### src/rtl/fpu_pkg.sv
// Shared FPU types: FMA opcodes, arbiter FSM states and the canonical FP32 quiet NaN.
package fpu_pkg;

    typedef enum logic [1:0] {
        FMADD  = 2'd0,
        FMSUB  = 2'd1,
        FNMSUB = 2'd2,
        FNMADD = 2'd3
    } fma_op_t;

    typedef enum logic [1:0] {
        IDLE  = 2'd0,
        ISSUE = 2'd1,
        BUSY  = 2'd2,
        RESP  = 2'd3
    } fma_arb_state_t;

    localparam logic [31:0] FP32_QNAN = 32'h7FC0_0000;

endpackage

### src/rtl/fpu_fma_arb_if.sv
// Bundle of requester, response and fpu_fma-facing signals around the shared FMA arbiter.
interface fpu_fma_arb_if
    import fpu_pkg::*;
#(
    parameter int NUM_REQ = 4
);
    localparam int ID_W = (NUM_REQ > 1) ? $clog2(NUM_REQ) : 1;

    logic [NUM_REQ-1:0]    req_valid;
    logic [NUM_REQ-1:0]    req_ready;
    logic [NUM_REQ*32-1:0] req_operA;
    logic [NUM_REQ*32-1:0] req_operB;
    logic [NUM_REQ*32-1:0] req_operC;
    logic [NUM_REQ*2-1:0]  req_opcode;
    logic [NUM_REQ*3-1:0]  req_frm;

    logic                  resp_valid;
    logic                  resp_ready;
    logic [ID_W-1:0]       resp_id;
    logic [31:0]           resp_rd;
    logic                  resp_nx;
    logic                  resp_err;

    logic                  fma_start;
    logic [31:0]           fma_operA;
    logic [31:0]           fma_operB;
    logic [31:0]           fma_operC;
    fma_op_t               fma_opcode;
    logic [2:0]            fma_frm;
    logic [31:0]           fma_rd;
    logic                  fma_nx;
    logic                  fma_done;

    // Environment side: requesters, response consumer and the fpu_fma instance.
    modport master (
        output req_valid, req_operA, req_operB, req_operC, req_opcode, req_frm,
        input  req_ready,
        input  resp_valid, resp_id, resp_rd, resp_nx, resp_err,
        output resp_ready,
        input  fma_start, fma_operA, fma_operB, fma_operC, fma_opcode, fma_frm,
        output fma_rd, fma_nx, fma_done
    );

    modport slave (
        input  req_valid, req_operA, req_operB, req_operC, req_opcode, req_frm,
        output req_ready,
        output resp_valid, resp_id, resp_rd, resp_nx, resp_err,
        input  resp_ready,
        output fma_start, fma_operA, fma_operB, fma_operC, fma_opcode, fma_frm,
        input  fma_rd, fma_nx, fma_done
    );

endinterface

### src/rtl/fpu_fma_arb_rr_arbiter.sv
// Round-robin one-hot arbiter: the search starts just after ptr and wraps around.
module rr_arbiter #(
    parameter  int N  = 4,
    localparam int PW = (N > 1) ? $clog2(N) : 1
) (
    input  logic [N-1:0]  req,
    input  logic [PW-1:0] ptr,
    output logic [N-1:0]  gnt
);

    logic found;
    int   idx;

    // NOTE: every output of a combinational block gets a default first; a path that
    // leaves one unassigned would infer a latch.
    always_comb begin
        gnt   = '0;
        found = 1'b0;
        idx   = 0;
        for (int k = 1; k <= N; k++) begin
            idx = (int'(ptr) + k) % N;
            if (!found && req[idx[PW-1:0]]) begin
                gnt[idx[PW-1:0]] = 1'b1;
                found            = 1'b1;
            end
        end
    end

endmodule

### src/rtl/fpu_fma_arb.sv
// Shares one fpu_fma among NUM_REQ requesters: round-robin grant, operand hold,
// start/done sequencing with timeout, and a tagged response port with backpressure.
module fpu_fma_arb
    import fpu_pkg::*;
#(
    parameter int NUM_REQ     = 4,
    parameter int TIMEOUT_CYC = 64
) (
    input  logic         clk,
    input  logic         rst,
    fpu_fma_arb_if.slave bus
);

    localparam int ID_W  = (NUM_REQ > 1) ? $clog2(NUM_REQ) : 1;
    localparam int TMO_W = $clog2(TIMEOUT_CYC) + 1;

    fma_arb_state_t   state, state_nxt;
    logic [NUM_REQ-1:0] gnt;
    logic [ID_W-1:0]  rr_ptr, grant_id, hold_id;
    logic [TMO_W-1:0] tmo_cnt;
    logic             handshake, tmo_hit;

    logic [31:0]      sel_a, sel_b, sel_c;
    logic [1:0]       sel_op;
    logic [2:0]       sel_frm;

    logic [31:0]      hold_a, hold_b, hold_c, rd_q;
    fma_op_t          hold_op;
    logic [2:0]       hold_frm;
    logic             nx_q, err_q;

    rr_arbiter #(.N(NUM_REQ)) u_rr_arbiter (
        .req (bus.req_valid),
        .ptr (rr_ptr),
        .gnt (gnt)
    );

    always_comb begin
        grant_id = '0;
        sel_a    = '0;
        sel_b    = '0;
        sel_c    = '0;
        sel_op   = '0;
        sel_frm  = '0;
        for (int i = 0; i < NUM_REQ; i++) begin
            if (gnt[i]) begin
                grant_id = ID_W'(i);
                sel_a    = bus.req_operA[32*i +: 32];
                sel_b    = bus.req_operB[32*i +: 32];
                sel_c    = bus.req_operC[32*i +: 32];
                sel_op   = bus.req_opcode[2*i +: 2];
                sel_frm  = bus.req_frm[3*i +: 3];
            end
        end
    end

    assign handshake = (state == IDLE) && (|gnt);
    assign tmo_hit   = (tmo_cnt == TMO_W'(TIMEOUT_CYC - 1));

    // NOTE: sequential state is updated with non-blocking assignments only, so every
    // flop samples pre-edge values regardless of process ordering.
    always_ff @(posedge clk or negedge rst) begin
        if (!rst) state <= IDLE;
        else      state <= state_nxt;
    end

    always_comb begin
        state_nxt = state;
        unique case (state)
            IDLE:    if (handshake) state_nxt = ISSUE;
            ISSUE:   state_nxt = BUSY;
            BUSY:    if (bus.fma_done || tmo_hit) state_nxt = RESP;
            RESP:    if (bus.resp_ready) state_nxt = IDLE;
            default: state_nxt = IDLE;
        endcase
    end

    // Grants are also masked by reset so nothing handshakes while held in reset.
    always_comb begin
        bus.req_ready  = (state == IDLE && rst) ? gnt : '0;
        bus.fma_start  = (state == ISSUE);
        bus.resp_valid = (state == RESP);
    end

    // NOTE: hold and response registers are reset as well, so the fma_* and resp_*
    // outputs read zero after reset instead of stale data.
    always_ff @(posedge clk or negedge rst) begin
        if (!rst) begin
            rr_ptr   <= ID_W'(NUM_REQ - 1);
            hold_id  <= '0;
            hold_a   <= '0;
            hold_b   <= '0;
            hold_c   <= '0;
            hold_op  <= FMADD;
            hold_frm <= '0;
            tmo_cnt  <= '0;
            rd_q     <= '0;
            nx_q     <= 1'b0;
            err_q    <= 1'b0;
        end else begin
            if (handshake) begin
                rr_ptr   <= grant_id;
                hold_id  <= grant_id;
                hold_a   <= sel_a;
                hold_b   <= sel_b;
                hold_c   <= sel_c;
                hold_op  <= fma_op_t'(sel_op);
                hold_frm <= sel_frm;
            end
            if (state == ISSUE) tmo_cnt <= '0;
            if (state == BUSY) begin
                if (bus.fma_done) begin
                    rd_q  <= bus.fma_rd;
                    nx_q  <= bus.fma_nx;
                    err_q <= 1'b0;
                end else if (tmo_hit) begin
                    rd_q  <= FP32_QNAN;
                    nx_q  <= 1'b0;
                    err_q <= 1'b1;
                end else begin
                    tmo_cnt <= tmo_cnt + 1'b1;
                end
            end
        end
    end

    assign bus.fma_operA  = hold_a;
    assign bus.fma_operB  = hold_b;
    assign bus.fma_operC  = hold_c;
    assign bus.fma_opcode = hold_op;
    assign bus.fma_frm    = hold_frm;
    assign bus.resp_id    = hold_id;
    assign bus.resp_rd    = rd_q;
    assign bus.resp_nx    = nx_q;
    assign bus.resp_err   = err_q;

endmodule

### src/flat_wrapper.sv
// flat-port wrapper written by rule: the top's interface ports become plain ports
module fpu_fma_arb_flat import fpu_pkg::*;
#(
    parameter int NUM_REQ     = 4,
    parameter int TIMEOUT_CYC = 64
)
  (clk, rst, bus_req_valid, bus_req_operA, bus_req_operB, bus_req_operC, bus_req_opcode, bus_req_frm, bus_req_ready, bus_resp_valid, bus_resp_id, bus_resp_rd, bus_resp_nx, bus_resp_err, bus_resp_ready, bus_fma_start, bus_fma_operA, bus_fma_operB, bus_fma_operC, bus_fma_opcode, bus_fma_frm, bus_fma_rd, bus_fma_nx, bus_fma_done);
  fpu_fma_arb_if #(.NUM_REQ(NUM_REQ)) bus_i ();
  input  logic clk;
  input  logic rst;
  input wire logic [$bits(bus_i.req_valid)-1:0] bus_req_valid;
  input wire logic [$bits(bus_i.req_operA)-1:0] bus_req_operA;
  input wire logic [$bits(bus_i.req_operB)-1:0] bus_req_operB;
  input wire logic [$bits(bus_i.req_operC)-1:0] bus_req_operC;
  input wire logic [$bits(bus_i.req_opcode)-1:0] bus_req_opcode;
  input wire logic [$bits(bus_i.req_frm)-1:0] bus_req_frm;
  output wire logic [$bits(bus_i.req_ready)-1:0] bus_req_ready;
  output wire logic [$bits(bus_i.resp_valid)-1:0] bus_resp_valid;
  output wire logic [$bits(bus_i.resp_id)-1:0] bus_resp_id;
  output wire logic [$bits(bus_i.resp_rd)-1:0] bus_resp_rd;
  output wire logic [$bits(bus_i.resp_nx)-1:0] bus_resp_nx;
  output wire logic [$bits(bus_i.resp_err)-1:0] bus_resp_err;
  input wire logic [$bits(bus_i.resp_ready)-1:0] bus_resp_ready;
  output wire logic [$bits(bus_i.fma_start)-1:0] bus_fma_start;
  output wire logic [$bits(bus_i.fma_operA)-1:0] bus_fma_operA;
  output wire logic [$bits(bus_i.fma_operB)-1:0] bus_fma_operB;
  output wire logic [$bits(bus_i.fma_operC)-1:0] bus_fma_operC;
  output wire logic [$bits(bus_i.fma_opcode)-1:0] bus_fma_opcode;
  output wire logic [$bits(bus_i.fma_frm)-1:0] bus_fma_frm;
  input wire logic [$bits(bus_i.fma_rd)-1:0] bus_fma_rd;
  input wire logic [$bits(bus_i.fma_nx)-1:0] bus_fma_nx;
  input wire logic [$bits(bus_i.fma_done)-1:0] bus_fma_done;
  assign bus_i.req_valid = bus_req_valid;
  assign bus_i.req_operA = bus_req_operA;
  assign bus_i.req_operB = bus_req_operB;
  assign bus_i.req_operC = bus_req_operC;
  assign bus_i.req_opcode = bus_req_opcode;
  assign bus_i.req_frm = bus_req_frm;
  assign bus_req_ready = bus_i.req_ready;
  assign bus_resp_valid = bus_i.resp_valid;
  assign bus_resp_id = bus_i.resp_id;
  assign bus_resp_rd = bus_i.resp_rd;
  assign bus_resp_nx = bus_i.resp_nx;
  assign bus_resp_err = bus_i.resp_err;
  assign bus_i.resp_ready = bus_resp_ready;
  assign bus_fma_start = bus_i.fma_start;
  assign bus_fma_operA = bus_i.fma_operA;
  assign bus_fma_operB = bus_i.fma_operB;
  assign bus_fma_operC = bus_i.fma_operC;
  assign bus_fma_opcode = bus_i.fma_opcode;
  assign bus_fma_frm = bus_i.fma_frm;
  assign bus_i.fma_rd = bus_fma_rd;
  assign bus_i.fma_nx = bus_fma_nx;
  assign bus_i.fma_done = bus_fma_done;
  fpu_fma_arb #(.NUM_REQ(NUM_REQ), .TIMEOUT_CYC(TIMEOUT_CYC)) u_core (.clk(clk), .rst(rst), .bus(bus_i));
endmodule
### config.mk
export PLATFORM = sky130hd
export DESIGN_NAME = fpu_fma_arb_flat
export DESIGN_NICKNAME = d
export VERILOG_FILES = /design/src/rtl/fpu_pkg.sv /design/src/rtl/fpu_fma_arb_if.sv /design/src/rtl/fpu_fma_arb_rr_arbiter.sv /design/src/rtl/fpu_fma_arb.sv /design/src/flat_wrapper.sv
export SDC_FILE = /design/constraint.sdc
export NUM_CORES = 1
export LEC_CHECK = 0
export BUFFER_PORTS_ARGS = -buffer_cell sky130_fd_sc_hd__clkbuf_2
export CORE_AREA = 2 2 229 231
export CTS_CLUSTER_SIZE = 10
export DETAILED_ROUTE_END_ITERATION = 16
export DIE_AREA = 0 0 231 233
export PLACE_DENSITY = 0.43
export SETUP_SLACK_MARGIN = 0.1
export SLEW_MARGIN = 10
export SYNTH_ARGS = -nofsm -noshare
export SYNTH_HDL_FRONTEND = slang
export SYNTH_HIERARCHICAL = 1
export SYNTH_SLANG_ARGS = --single-unit
### constraint.sdc
create_clock -name clk -period 3.6 [get_ports clk]
set_input_delay 0.18 -clock clk [delete_from_list [all_inputs] [get_ports clk]]
set_output_delay 0.18 -clock clk [all_outputs]
set_load 0.05 [all_outputs]
* Word level (Yosys, flattened, before mapping) *
Cells that the tools add are included.

storage, ports and cells
  bits in registers = 148
  output and inout port bits = 143
  word-level logic and storage cells = 114

cells by class
  add/subtract/negate cells = 5
  $lt $le $gt $ge = 8
  equal/unequal tests = 7
  multiplexer cells = 61
  bitwise logic cells = 3
  reductions and logical operators = 18

operators with widths
  operator             number
  $mux 32              14
  $mux 7               4
  $mux 4               5
  $mux 2               9
  $mux 1               16
  $lt 2x3->1 const B   4
  $mux 3               4
  $or 4x4->4           3
  $logic_and 1x1->1    9
  $bmux 1 s2           4
  $demux 1 s2          4
  $ge 2x1->1 const B   4
  $pmux 2 s4           1
  $add 7x1->7 const B  1
  $eq 7x6->1 const B   1
  $ne 2x1->1 const B   3
  $add 2x1->2 const B  2
  $add 2x2->2 const B  2
  $eq 2x2->1 const B   2
  $reduce_or 4->1      1
  $logic_not 1->1      3
  $reduce_and 3->1     1
  $eq 2x1->1 const B   1
  $logic_not 2->1      1
  other kinds (3)      3

* Depth between registers and ports, before layout *
  depth in word-level cells = 17
  depth in mapped cells = 15
  mapped depth without buffers = 10

* Modules after synthesis *
Netlist, hierarchy kept.

by module, submodules not included
  module       instances  cells an instance  area each (µm²)  seq. area each (µm²)
  fpu_fma_arb  1          730                8054.0           3706.1
  rr_arbiter   1          38                 357.8            0.0

* Worst setup path before layout *
OpenSTA, ideal clock, no wires.

  path type = flip-flop to output port
  start point = register u_core.rr_ptr[0]
  end point = output bus_req_ready[3]
  data arrival time = 3.157 ns
  data required time = 3.420 ns
  setup slack = 0.263 ns
  stages on the path, launching flop included = 11
  path buffers = 3
  cell sequence = dfstp_2 -> inv_1 -> ha_1 -> mux4_1 -> nor4b_4 -> nand2_1 -> o211ai_1 -> buf_6 -> buf_2 -> clkbuf_1 -> and3_1

between the ends
  word-level cells in the longest chain between the ends = 14
  elaborated cells on any way between the ends = 49

ends and longest elaborated chain
  element                                                              line                          source
  start, declared                                                      fpu_fma_arb.sv:19             logic [ID_W-1:0] rr_ptr, grant_id, hold_id;
  start signal, assigned                                               fpu_fma_arb.sv:89             rr_ptr <= ID_W'(NUM_REQ - 1);
  start signal, assigned                                               fpu_fma_arb.sv:102            rr_ptr <= grant_id;
  parallel branches: the longest is 12 deep, another holds $lt 2x3->1  --
  $mux 4 (*)                                                           fpu_fma_arb_rr_arbiter.sv:22  if (!found && req[idx[PW-1:0]]) begin
  net u_core.gnt[3]                                                    fpu_fma_arb.sv:18             logic [NUM_REQ-1:0] gnt;
  $mux 4 (*)                                                           fpu_fma_arb.sv:80             bus.req_ready = (state == IDLE && rst) ? gnt : '0;
  end, declared                                                        flat_wrapper.sv:17            output wire logic [$bits(bus_i.req_ready)-1:0] bus_req_ready;

Mark *: on every way through the listed nets, which the timed path passes. The select of a mux whose other input is x is not followed.

* Worst setup path in the final report *
  start point = register u_core.rr_ptr[1]
  end point = register u_core.hold_b[31] (netlist: u_core/bus.fma_operB[31])

between the ends
  elaborated cells on any way between the ends = 54

RTL lines
  element                                                              line                          source
  parallel branches: the longest is 12 deep, another holds $lt 2x3->1  --
  $mux 4 (*)                                                           fpu_fma_arb_rr_arbiter.sv:22
  net u_core.gnt[3]                                                    fpu_fma_arb.sv:18
  $reduce_or 4->1                                                      fpu_fma_arb.sv:57             assign handshake = (state == IDLE) && (|gnt);
  $logic_and 1x1->1                                                    fpu_fma_arb.sv:57
  end signal, assigned                                                 fpu_fma_arb.sv:105            hold_b <= sel_b;
  end, declared                                                        fpu_fma_arb.sv:27             logic [31:0] hold_a, hold_b, hold_c, rd_q;

Marked as above.
A chain may end at the register's enable or synchronous reset.

==> results.txt <==
status - finished, final reports clean
Nets - 1846
gr ovfl total - 0
Total GRT Usage - 13.6%
setup ws final - 0.239 ns
Total Wirelength - 38600 um
worst slew pin tran - 1.22 ns
vias in the first global route - 9459
row cnt - 83
critical path type - flip-flop to flip-flop
CP endpoint kind - flip-flop
htree depth - 4
I/O pins - 588
layout cells sized above 1 - 56.5%
power per cell area - 1190 mW/mm^2
half-perimeter wire length after placement - 29300 um
CTS tree - done
P&R area growth vs syn - 59.7%
critical path cell sequence - inv_1, ha_4, mux4_2, nor4b_4, nand2_1, o211ai_1, buf_4, buf_4, buf_12, o21ai_0, mux2_2
Setup Viol. Count Final - 0
clock root cell - clkbuf_16
syn_nets - 1227
total power - 16.0 mW
antenna-violating nets left - 0
Remaining DRCs - 0
Synthesis Warnings - 6
effective utilization at floorplan - 16.5%
WHS - 0.0714 ns
hold crit path type - input pin to flip-flop
IO Port Bufs - 587
Max-slew headroom - 18.6%
Die Width - 231 um
drt wl/cell - 18.5 um
Crit path max-delay family - multiplexers
period utilisation layout - 93.4%
Post-synth EDFFs - 0
core area - 0.0511 mm^2
CP arrival - 3.72 ns
global-route wire length before repair - 54800 um
final-report hold violation count - 0
slowest CP cell - dfstp_2
Slew Limit Fails - 0
pre-CTS setup slack - 0.0291 ns
Max-cap violations - 0
Most common cell on crit path - buf_4
post-synthesis sequential area ratio - 44.1%
vias after detailed routing - 9099
die height - 233 um
area of the mapped netlist - 0.00841 mm^2
Placed Area - 0.0123 mm^2
clk_lat worst skew - 0.47 ns
# fillers - 5510
DRT iter0 DRCs - 442
clock-pin transition on the worst setup and hold timing paths - 0.07 ns
CP Max Fanout - 78
skew final - 0.00809 ns
final worst path period need - 3.36 ns
Post-Syn Instances - 768
Netlist cell types - 43
CP required - 3.96 ns
clock tree buffer depth - 2
Most used DFF post-synth - dfrtp_1
drt first pass iters - 5
Yosys reg bits - 148
final RePlAce weighted congestion - 0.858
die area - 0.0538 mm^2
Synth Area per Inst - 11.0 um^2
Final Instance Count excl. Fillers - 2085
Design Area, Final - 0.0134 mm^2
Final Core Density - 26.3%
P_leak - 6.56 nW
Inst Count DP - 2004
Crit path buffers/inverters - 4
slowest stage delay, CP - 0.53 ns
antenna violations before repair - 7
Peak VDD IR - 0.509 mV
CTS sink count - 148
RSZ-0062 raised after global routing - no
drt via density - 4.36
setup_tns - 0 ns
pin count of the biggest net entering global routing - 90
FMAX - 0.297 GHz
asr flop ratio synth - 100%
Worst Setup Start Kind - flip-flop
CTS buffer count - 17
## what timing repair did
action	CTS	global route
setup endpoints to repair	21	104
endpoints found under the hold margin	93	0
hold buffers	36	0
setup buffers	1	5
gates cloned	0	2
gates resized for setup	3	14
pin swaps	0	2
## area by class of cell
| class | count | area, um^2 | share of cell area [%] |
|---|---|---|---|
| clock buffer | 19 | 443 | 3.30 |
| tap | 680 | 851 | 6.34 |
| multi-input combinational | 529 | 4270 | 31.8 |
| antenna | 6 | 15.0 | 0.112 |
| clock inverter | 12 | 155 | 1.16 |
| timing repair buffer | 677 | 3940 | 29.3 |
| inverter | 14 | 52.6 | 0.391 |
| sequential | 148 | 3710 | 27.6 |
## state kept, by name, summed over array words and instances, names as in the netlist
register	flops
u_core/rr_ptr	2
u_core/bus.fma_operB	32
u_core/bus.resp_rd	32
u_core/bus.fma_frm	3
u_core/bus.resp_err	1
u_core/bus.resp_nx	1
u_core/bus.resp_id	2
u_core/bus.fma_operA	32
u_core/state	2
u_core/bus.fma_opcode	2
u_core/tmo_cnt	7
u_core/bus.fma_operC	32
## per-layer routing
metal | GRT usage [%] | routed length (um) | share of wire [%]
met2 | 23.9 | 19600 | 51
met5 | 0 | 13 | 0.034
met3 | 4.02 | 2880 | 7.5
met1 | 15.2 | 15100 | 39
met4 | 6.43 | 1050 | 2.7
## placed cells by master, fill, tap and decap left out, types with 2 or more instances in the layout
cell             n
mux4_2           3
nand2_1         14
diode_2          6
nand3b_1         2
dfstp_2          2
dfrtp_1        146
ha_1            13
inv_6            2
dlygate4sd3_1   36
nor3_1           4
nor2_1           3
clkbuf_2       584
clkbuf_8         3
o211ai_1         4
bufinv_16        3
nor2b_1          2
a21oi_1         11
a22o_1          26
a22oi_1        197
a22oi_2          3
nor3b_1          4
clkinvlp_4       2
nor4b_4          2
o21a_1           2
buf_6            2
mux2i_1          2
inv_1           13
buf_12          14
buf_4           36
nand2b_1         2
mux2_2         101
o21ai_1         23
o21ai_0         81
clkbuf_16       19
and3_1           5
clkinv_4         2
o22a_1           9
clkinv_2         3
## worst min-delay path, delay by kind of cell
kind / cells / cell delay (ns)
buffers and inverters: 1 / 0.08
muxes: 1 / 0.14
AOI/OAI and AO/OA: 2 / 0.12
## power by group
part           switching, mW  internal [mW]  total, mW
Combinational           7.11           4.24       11.4
Sequential             0.388           2.41       2.80
Clock                  0.782           1.10       1.89
Total                   8.28           7.76       16.0
## synth_stat cells, types with 2 or more instances
cell type,number,area [um^2]
nor2b_1,3,18.8
and3_1,5,31.3
nand2b_1,3,18.8
dfstp_2,2,52.6
o211ai_1,4,30.0
nor2_1,3,11.3
inv_1,14,52.6
buf_2,27,135
o21ai_0,86,430
buf_4,15,113
a22oi_1,200,1500
nand2_1,14,52.6
nor3_1,4,20.0
o22a_1,9,78.8
mux4_1,2,52.6
dfrtp_1,146,3650
a22o_1,26,228
o21ai_1,19,95.1
clkbuf_1,28,105
mux4_2,2,45.0
mux2_2,101,1140
mux2i_1,2,20.0
a21oi_1,11,55.1
nor3b_1,4,30.0
ha_1,14,175
buf_8,3,45.0
o21a_1,2,15.0
buf_6,3,33.8
nand3b_1,2,15.0
## cells by family (layout without fill, tap and decap cells)
| kind of cell | after synthesis | after routing | share of synthesized area (%) |
|---|---|---|---|
| AO/OA/AOI/OAI | 364 | 364 | 29.8 |
| buffers and inverters | 91 | 722 | 5.80 |
| other | 0 | 6 | 0 |
| flip-flops | 148 | 148 | 44.1 |
| multiplexers | 107 | 107 | 14.9 |
| AND/OR/NAND/NOR | 44 | 44 | 3.33 |
| adder cells (fa/ha/maj) | 14 | 14 | 2.08 |
## path summary, 6_finish.rpt
path | start | end | slack, ns | cells after the start
max in group asynchronous | rst | u_core/bus.fma_operC[8]$_DFFE_PN0P_ | 2.35 | 3
hold / removal | bus_req_operB[3] | u_core/bus.fma_operB[3]$_DFFE_PN0P_ | 0.07 | 4
min in group asynchronous | rst | u_core/bus.fma_operB[17]$_DFFE_PN0P_ | 0.28 | 2
setup / recovery | u_core/rr_ptr[1]$_DFFE_PN1P_ | u_core/bus.fma_operB[31]$_DFFE_PN0P_ | 0.24 | 11
hold reg to reg | u_core/bus.fma_operA[30]$_DFFE_PN0P_ | u_core/bus.fma_operA[30]$_DFFE_PN0P_ | 0.48 | 2
setup reg to reg | u_core/rr_ptr[1]$_DFFE_PN1P_ | u_core/bus.fma_operB[31]$_DFFE_PN0P_ | 0.24 | 11
(Power assumes the default switching activity.)
